### src/rtl/add_sub.sv
// add_sub: registered unsigned adder/subtractor with carry-chain input.
// One shared adder handles both directions: subtraction adds the inverted
// subtrahend with an inverted carry-in. Both carry flags are then inverted
// so that they read as borrows. Every output is a flop, so there is no
// combinational path from the inputs to the outputs.
module add_sub #(
    parameter int WIDTH = 16
) (
    input  logic             op,
    input  logic             oc,
    output logic [WIDTH-1:0] y,
    input  logic [WIDTH-1:0] a,
    input  logic [WIDTH-1:0] b,
    input  logic             c_in,
    output logic             c_out,
    output logic             h_out,
    input  logic             clk,
    input  logic             rst
);

    localparam int HALF = WIDTH / 2;

    logic             ci;
    logic             carry_in;
    logic [WIDTH-1:0] b_eff;
    logic [WIDTH:0]   full_sum;
    logic [HALF:0]    half_sum;

    logic [WIDTH-1:0] y_d;
    logic [WIDTH-1:0] y_q;
    logic             c_d;
    logic             c_q;
    logic             h_d;
    logic             h_q;

    // Shared adder: a + (b ^ op) + (ci ^ op); flags flipped to borrows on subtract
    always_comb begin
        ci       = oc & c_in;
        b_eff    = b ^ {WIDTH{op}};
        carry_in = ci ^ op;
        full_sum = {1'b0, a} + {1'b0, b_eff} + {{WIDTH{1'b0}}, carry_in};
        half_sum = {1'b0, a[HALF-1:0]} + {1'b0, b_eff[HALF-1:0]}
                 + {{HALF{1'b0}}, carry_in};
        y_d      = full_sum[WIDTH-1:0];
        c_d      = full_sum[WIDTH] ^ op;
        h_d      = half_sum[HALF] ^ op;
    end

    // Result registers; reset clears them and takes priority over the update
    always_ff @(posedge clk) begin
        if (rst) begin
            y_q <= '0;
            c_q <= 1'b0;
            h_q <= 1'b0;
        end else begin
            y_q <= y_d;
            c_q <= c_d;
            h_q <= h_d;
        end
    end

    assign y     = y_q;
    assign c_out = c_q;
    assign h_out = h_q;

endmodule

### config.mk
export PLATFORM = sky130hd
export DESIGN_NAME = add_sub
export DESIGN_NICKNAME = d
export VERILOG_FILES = /design/src/rtl/add_sub.sv
export SDC_FILE = /design/constraint.sdc
export NUM_CORES = 1
export LEC_CHECK = 0
export CAP_MARGIN = 20
export CORE_ASPECT_RATIO = 0.75
export CORE_MARGIN = 2
export CORE_UTILIZATION = 41
export CTS_BUF_LIST = sky130_fd_sc_hd__clkbuf_4 sky130_fd_sc_hd__clkbuf_8
export CTS_CLUSTER_DIAMETER = 40
export DETAILED_ROUTE_END_ITERATION = 16
export PLACE_DENSITY = 0.82
export SLEW_MARGIN = 20
export SYNTH_ARGS = -nofsm -noshare
export SYNTH_HDL_FRONTEND = slang
export SYNTH_SLANG_ARGS = --single-unit
export TNS_END_PERCENT = 1
### constraint.sdc
create_clock -name clk -period 3.8 [get_ports clk]
set_input_delay 0.57 -clock clk [delete_from_list [all_inputs] [get_ports clk]]
set_output_delay 0.57 -clock clk [all_outputs]
set_load 0.02 [all_outputs]
# --- Word level (Yosys, flattened, before mapping) ---
# Cells that the tools add are included.
totals:
  ff_bits: 18
  inputBits: 37
  output_inout_bits: 18
  elab_cells: 12
op_classes:
  add_sub_neg: 4
  bitwise_logic: 5
ops:
  columns: ["op", "count"]
  rows:
  - ["$add A16 B16 Y17", 1]
  - ["$add A17 B1 Y17", 1]
  - ["$xor A16 B16 Y16", 1]
  - ["$add A8 B8 Y9", 1]
  - ["$add A9 B1 Y9", 1]
  - ["$xor A1 B1 Y1", 3]
  - ["$and A1 B1 Y1", 1]

# --- Longest topological paths before layout ---
# Gate-level depths: netlist of run 1.
logic_depth:
  depth_word: 4
  depth_mapped: 11
  mapped_depth_nobuf: 10

# --- Worst setup path before layout of run 1 ---
# Ideal clock, no wire load.
synth_timing:
  path_type: "input-to-reg"
  startpoint: "input port op"
  endpoint: "register y_q[14] (netlist: y[14])"
  setup_ns: 0.123
  arrival_ns: 3.553
  setup_slack_ns: 0.123
  path_stages: 11
  path_buffers: 2
  path_cell_list: "clkbuf_1 -> buf_2 -> xnor2_1 -> fa_1 -> fa_1 -> a211oi_2 -> o21ai_2 -> a221oi_4 -> o21bai_2 -> a31oi_1 -> mux2_1"
synth_between:
  elab_chain_len: 3
  elab_cells_between_ends: 4
  classes_between: "2 x add/sub; 2 x bitwise"
synth_rtl:
  columns: ["item", "line_no", "rtl"]
  rows:
  - ["from (decl)", "9", "input logic op,"]
  - ["$xor A16 B16 Y16", "39", "b_eff = b ^ {WIDTH{op}};"]
  - ["$add A16 B16 Y17", "41", "full_sum = {1'b0, a} + {1'b0, b_eff} + {{WIDTH{1'b0}}, carry_in};"]
  - ["$add A17 B1 Y17 (*)", "41", null]
  - ["to (signal assigned)", "56", "y_q <= y_d;"]
  - ["to (decl)", "30", "logic [WIDTH-1:0] y_q;"]
# Every way passes the cells marked *; elsewhere a longest branch is shown, timed or not.
# A chain may end at the register's enable or synchronous reset.

# --- Worst setup path after layout of run 1 ---
# Ends and elaborated chain as after synthesis.

==> results of run 1 <==
==> stage by stage <==
stage	worst slack [ns]	instance area, µm²	instances	total power (µW)	utilization [%]
6_report	0.437	2040	254	790	62.5
5_1_grt	0.261	2040	254	839	62.5
4_1_cts	0.445	2040	254	792	62.5
3_5_place_dp	0.182	1990	250	644	60.8
3_3_place_gp	0.268	1990	250	635	60.8
2_1_floorplan	0.123	1400	159	489	-
==> per-layer routing <==
metal | routed length [µm] | part of all wire [%]
met1 | 1530 | 49
met2 | 1400 | 45
met3 | 181 | 5.8
met4 | 21 | 0.67
met5 | 0 | 0
==> critical path: cells and delay by family <==
family | cells | cell delay (ns)
compound gates | 5 | 0.96
fa+ha+maj | 2 | 0.91
buf+inv | 1 | 0.50
mux | 1 | 0.33
xor+xnor | 1 | 0.22
==> final cells by class <==
class	count	area, µm²	area share [%]
flip-flops and latches	18	360	17.7
well taps	40	50.0	2.45
repair buffers	57	563	27.6
inverters	1	3.75	0.184
multi-input cells	134	1010	49.4
clock buffers	4	55.1	2.70
==> where the power goes <==
part / switching [µW] / internal [µW] / total [µW]
sequential: 8.54 / 224 / 232
clock: 57.1 / 91.7 / 149
combinational: 207 / 201 / 408
==> worst max path at each step <==
stage / to / slack, ns / cells after the start
floorplan: y[14] / 0.12 / 11
global placement: y[14] / 0.27 / 10
detailed placement: y[14] / 0.18 / 10
CTS: y[14] / 0.44 / 10
global route: y[14] / 0.26 / 10
finish: y[14] / 0.44 / 10
==> layout by cell type, fill, tap and decap left out, drive strengths merged <==
cell	instances
clkdlybuf4s50	54
nor2	23
xor2	22
dfxtp	18
ha	15
o21ai	10
nand2	8
a21oi	8
xnor2	6
a211oi	5
a21o	5
nor3	4
nor2b	4
clkbuf	4
o21a	3
nand4	3
buf	3
a31oi	2
fa	2
a221oi	2
o21bai	2
mux2	2
o211a	1
o31a	1
and3	1
inv	1
o211ai	1
or3	1
o22ai	1
a41oi	1
o31ai	1
==> cell families (layout without fill, tap and decap cells) <==
logic type	count (synthesis)	after routing
buf+inv	7	62
xor+xnor	28	28
fa+ha+maj	17	17
compound gates	43	43
flops	18	18
simple gates	44	44
mux	2	2
==> state kept, by name, summed over array words and instances, names as in the netlist <==
register / count
y: 16
c_out: 1
h_out: 1
==> flow_summary.yaml, run 1 <==
die:
  start_util_pct: 42.8
  core_um2: 3270
  top_level_ports: 55
  dieArea_um2: 3890
  placementRows: 18
  die_w_um: 71.4
  die_h_um: 54.5
layout:
  drive_gt1_share_pct: 6.54
  nFillCells: 297
  fin_nets: 269
  syn2layout_area_growth_pct: 46.1
  diodes: 0
sta:
  period_share_pct: 88.5
  finalSetupViolCount: 0
  holdWs_ns: 1.14
  fin_crit_ns: 3.36
  drv_slew: 0
  hold_viol_final: 0
  rsz0062_at_grt: "false"
  fmax_ghz: 0.297
  relSlewSlack_pct: 56.5
  worstMarginPinSlew_ns: 0.651
  tns_ns: 0
worst_hold_path:
  min_path_type: "input port to register"
  hp-start: "a[0]"
  min_delay_path_depth: 3
  min_to: "y[0]"
global_route:
  grt_overflow: 0
  grt_max_degree: 21
  use_met3_pct: 2.03
  busiest_layer: "met2"
  grt_use_met2_pct: 28.9
  globalRouteTotalUtil_pct: 17.0
  grt_antenna_before_repair: 0
  grt_pass1_vias: 1118
  gr-usage-met1_pct: 23.1
  grt_pass1_wl_mm: 5.26
synthesis:
  synth_edf_count: 0
  synth_fa_ha_area_share_pct: 16.3
  postSynthCellCount: 159
  avgSynthCellArea_um2: 8.78
  synth_top_family_by_area: "compound AO/OA/AOI/OAI gates"
  syn_nets: 213
  synth_compound_area_share_pct: 22.9
  synth_commonest_cells: "nor2_1, xor2_1, dfxtp_1, ha_1"
  synthTopCellsByArea: "dfxtp_1, xor2_1, ha_1, nor2_1, xnor2_1"
  synthMuxAreaShare_pct: 1.61
  async_flop_share_pct: 0
  ys_seq_area_share_pct: 25.8
  yosys.area.top_type_share_pct: 25.8
  yosys.cell_types.count: 37
  synth_most_common_cell: "nor2_1"
  yosys.area_share.simple_pct: 13.8
  synth-seq-cells: 18
  synth-warning-count: 0
  yosys.area_share.xor_xnor_pct: 17.6
  syn_area_um2: 1400
  yosysTopAreaCell: "dfxtp_1"
  synth-main-ff-cell: "dfxtp_1"
place:
  hpwl_mm: 2.72
  port_buffers: 54
  gp_congestion: 0.877
cts:
  htreeDepth: 1
  clock_path_buffers: 2
  cts_sinks: 18
  cts.clk_slew.worst_paths_ns: 0.06
  numCtsBuffers: 3
  cts_root_buffer: "clkbuf_8"
  cts_setup_buffers: 0
  cts-resized-gates: 0
  cts_hold_buf: 0
  tritoncts: "yes"
worst_setup_path:
  cpMostUsedCell: "fa_1"
  critPathMaxFanout: 4
  crit_path_end_kind: "register"
  cpPeakStageDelay_ns: 0.50
  start_kind: "input port"
  startpoint: "op"
  cp.required_ns: 3.93
  cp_slowest_cell: "clkdlybuf4s50_1"
  worstPathCellList: "clkdlybuf4s50_1 > xor2_1 > fa_1 > fa_1 > a211oi_2 > o21ai_2 > a221oi_4 > o21bai_2 > a31oi_1 > mux2_1"
  worstSetupPathType: "input port to register"
  cp_data_arrival_time_ns: 3.50
job:
  drv_cap: 0
pwr:
  power.density_nw_per_um2: 387
  leakage_uw: 0.000844
  vdd_drop_max_mv: 0.148
detailed_routing:
  routed_wl_mm: 3.13
  first_iter_violations: 31
  via_per_inst: 5.11
  vias: 1297
  wl_per_cell_um: 12.3
  antenna_left: 0
  route.detailed.drc: 0
  drt_pass1_iterations: 4
status:
  status: "finished, final reports clean"
(Power assumes the default switching activity.)
==> run 2: changes to the inputs <==
--- a/config.mk
+++ b/config.mk
@@ -12,6 +12,7 @@
 export CTS_BUF_LIST = sky130_fd_sc_hd__clkbuf_4 sky130_fd_sc_hd__clkbuf_8
 export CTS_CLUSTER_DIAMETER = 40
 export DETAILED_ROUTE_END_ITERATION = 16
+export GPL_ROUTABILITY_DRIVEN = 0
 export PLACE_DENSITY = 0.82
 export SLEW_MARGIN = 20
 export SYNTH_ARGS = -nofsm -noshare
==> run 2 against run 1 <==
Net effect:
- maximum frequency rose by 0.70%
- via count rose by 2.1%
- power fell by 3.7%
- non-clock buffer count did not move
- sequential share of layout area rose by 0.12 points
- critical path depth did not move
- combinational power barely moved
- global-route usage fell by 0.52 points
- cell area fell by 0.67%
- critical endpoint unchanged
- largest cell class unchanged
==> flow_summary.yaml, run 2 (same netlist as run 1, synthesis figures left out) <==
place:
  hpwl_mm: 2.65
  port_buffers: 54
layout:
  largest_reg_flops: 16
  nFillCells: 298
  fin_nets: 269
  drive_gt1_share_pct: 6.10
  syn2layout_area_growth_pct: 45.2
  diodes: 0
  final_cell_mix: "clkdlybuf4s50_1, nor2_1, xor2_1, dfxtp_1, ha_1"
  final_common_cell: "clkdlybuf4s50_1"
cts:
  cts_sinks: 18
  clock_path_buffers: 2
  tritoncts: "yes"
  numCtsBuffers: 3
  cts-resized-gates: 0
  cts_hold_buf: 0
  htreeDepth: 1
  cts_setup_buffers: 0
  cts.clk_slew.worst_paths_ns: 0.06
  cts_root_buffer: "clkbuf_8"
pwr:
  leakage_uw: 0.000837
  swShare_pct: 34.9
  vdd_drop_max_mv: 0.150
  finalPower_uw: 760
  p_int_uw: 495
  sequentialPowerShare_pct: 30.5
  power.density_nw_per_um2: 375
  power_frac_comb_pct: 53.6
  p_clk_share_pct: 15.9
  p_sw_uw: 266
detailed_routing:
  drt_pass1_iterations: 4
  wl_per_cell_um: 12.3
  vias: 1324
  route.detailed.drc: 0
  antenna_left: 0
  via_per_inst: 5.23
  routed_wl_mm: 3.10
  first_iter_violations: 53
sta:
  hold_viol_final: 0
  period_share_pct: 87.9
  relSlewSlack_pct: 55.2
  rsz0062_at_grt: "false"
  worstMarginPinSlew_ns: 0.670
  tns_ns: 0
  drv_slew: 0
  fin_crit_ns: 3.34
  finalSetupViolCount: 0
  fmax_ghz: 0.299
die:
  dieArea_um2: 3890
  start_util_pct: 42.8
  core_um2: 3270
  die_w_um: 71.4
  top_level_ports: 55
  die_h_um: 54.5
  placementRows: 18
global_route:
  grt_overflow: 0
  grt_max_degree: 21
  globalRouteTotalUtil_pct: 16.5
  grt_antenna_before_repair: 0
  grt_pass1_wl_mm: 5.07
  grt_pass1_vias: 1099
status:
  status: "finished, final reports clean"
job:
  drv_cap: 0
worst_setup_path:
  critPathMaxFanout: 4
  cp_data_arrival_time_ns: 3.47
  start_kind: "input port"
  cp.required_ns: 3.93
  worstSetupPathType: "input port to register"
  crit_path_end_kind: "register"
worst_hold_path:
  min_path_type: "input port to register"
  min_delay_path_depth: 3
-- run 2: cell types whose count changed in the layout (fill, tap and decap cells not counted) --
| cell | change |
|---|---|
| clkbuf_8 | -1 |
-- run 2: area by class of cell --
cell class / count / area, µm² / share of cell area, %
multi-input combinational: 134 / 1010 / 49.8
inverter: 1 / 3.75 / 0.185
timing repair buffer: 57 / 563 / 27.8
clock buffer: 3 / 41.3 / 2.04
tap: 40 / 50.0 / 2.47
sequential: 18 / 360 / 17.8
-- run 2: critical path, stage by stage --
cell             delay [ns]
clkdlybuf4s50_1        0.50
xor2_1                 0.22
fa_1                   0.45
fa_1                   0.45
a211oi_2               0.26
o21ai_2                0.11
a221oi_4               0.26
o21bai_2               0.12
a31oi_1                0.19
mux2_1                 0.33
-- run 2: per-layer routing --
| metal | part of all wire, % | global-route usage, % | vias to the layer above |
|---|---|---|---|
| li1 | - | - | 671 |
| met1 | 47 | 23.0 | 591 |
| met2 | 43 | 27.3 | 60 |
| met3 | 8.7 | 1.66 | 2 |
| met4 | 0.45 | 4.72 | 0 |
| met5 | 0 | 0 | - |
-- run 2: path summary, 6_finish.rpt --
kind	from	to	slack, ns
worst max-delay path	op	y[14]	0.46
worst min-delay path	a[0]	y[0]	1.14
-- run 2: through the flow --
stage	setup WS, ns	util (%)	hold WS (ns)	instances	area, µm²
2_1_floorplan	0.123	-	0.811	159	1400
3_3_place_gp	0.268	60.8	1.36	250	1990
3_5_place_dp	0.195	60.8	1.36	250	1990
4_1_cts	0.453	62.1	1.15	253	2030
5_1_grt	0.262	62.1	1.21	253	2030
6_report	0.460	62.1	1.14	253	2030
-- run 2: power by group through the flow --
stage / Clock (µW) / Sequential [µW] / Combinational, µW
finish: 121 / 232 / 408
global route: 133 / 236 / 444
CTS: 123 / 233 / 407
detailed placement: 0 / 237 / 406
global placement: 0 / 236 / 399
floorplan: 0 / 282 / 207
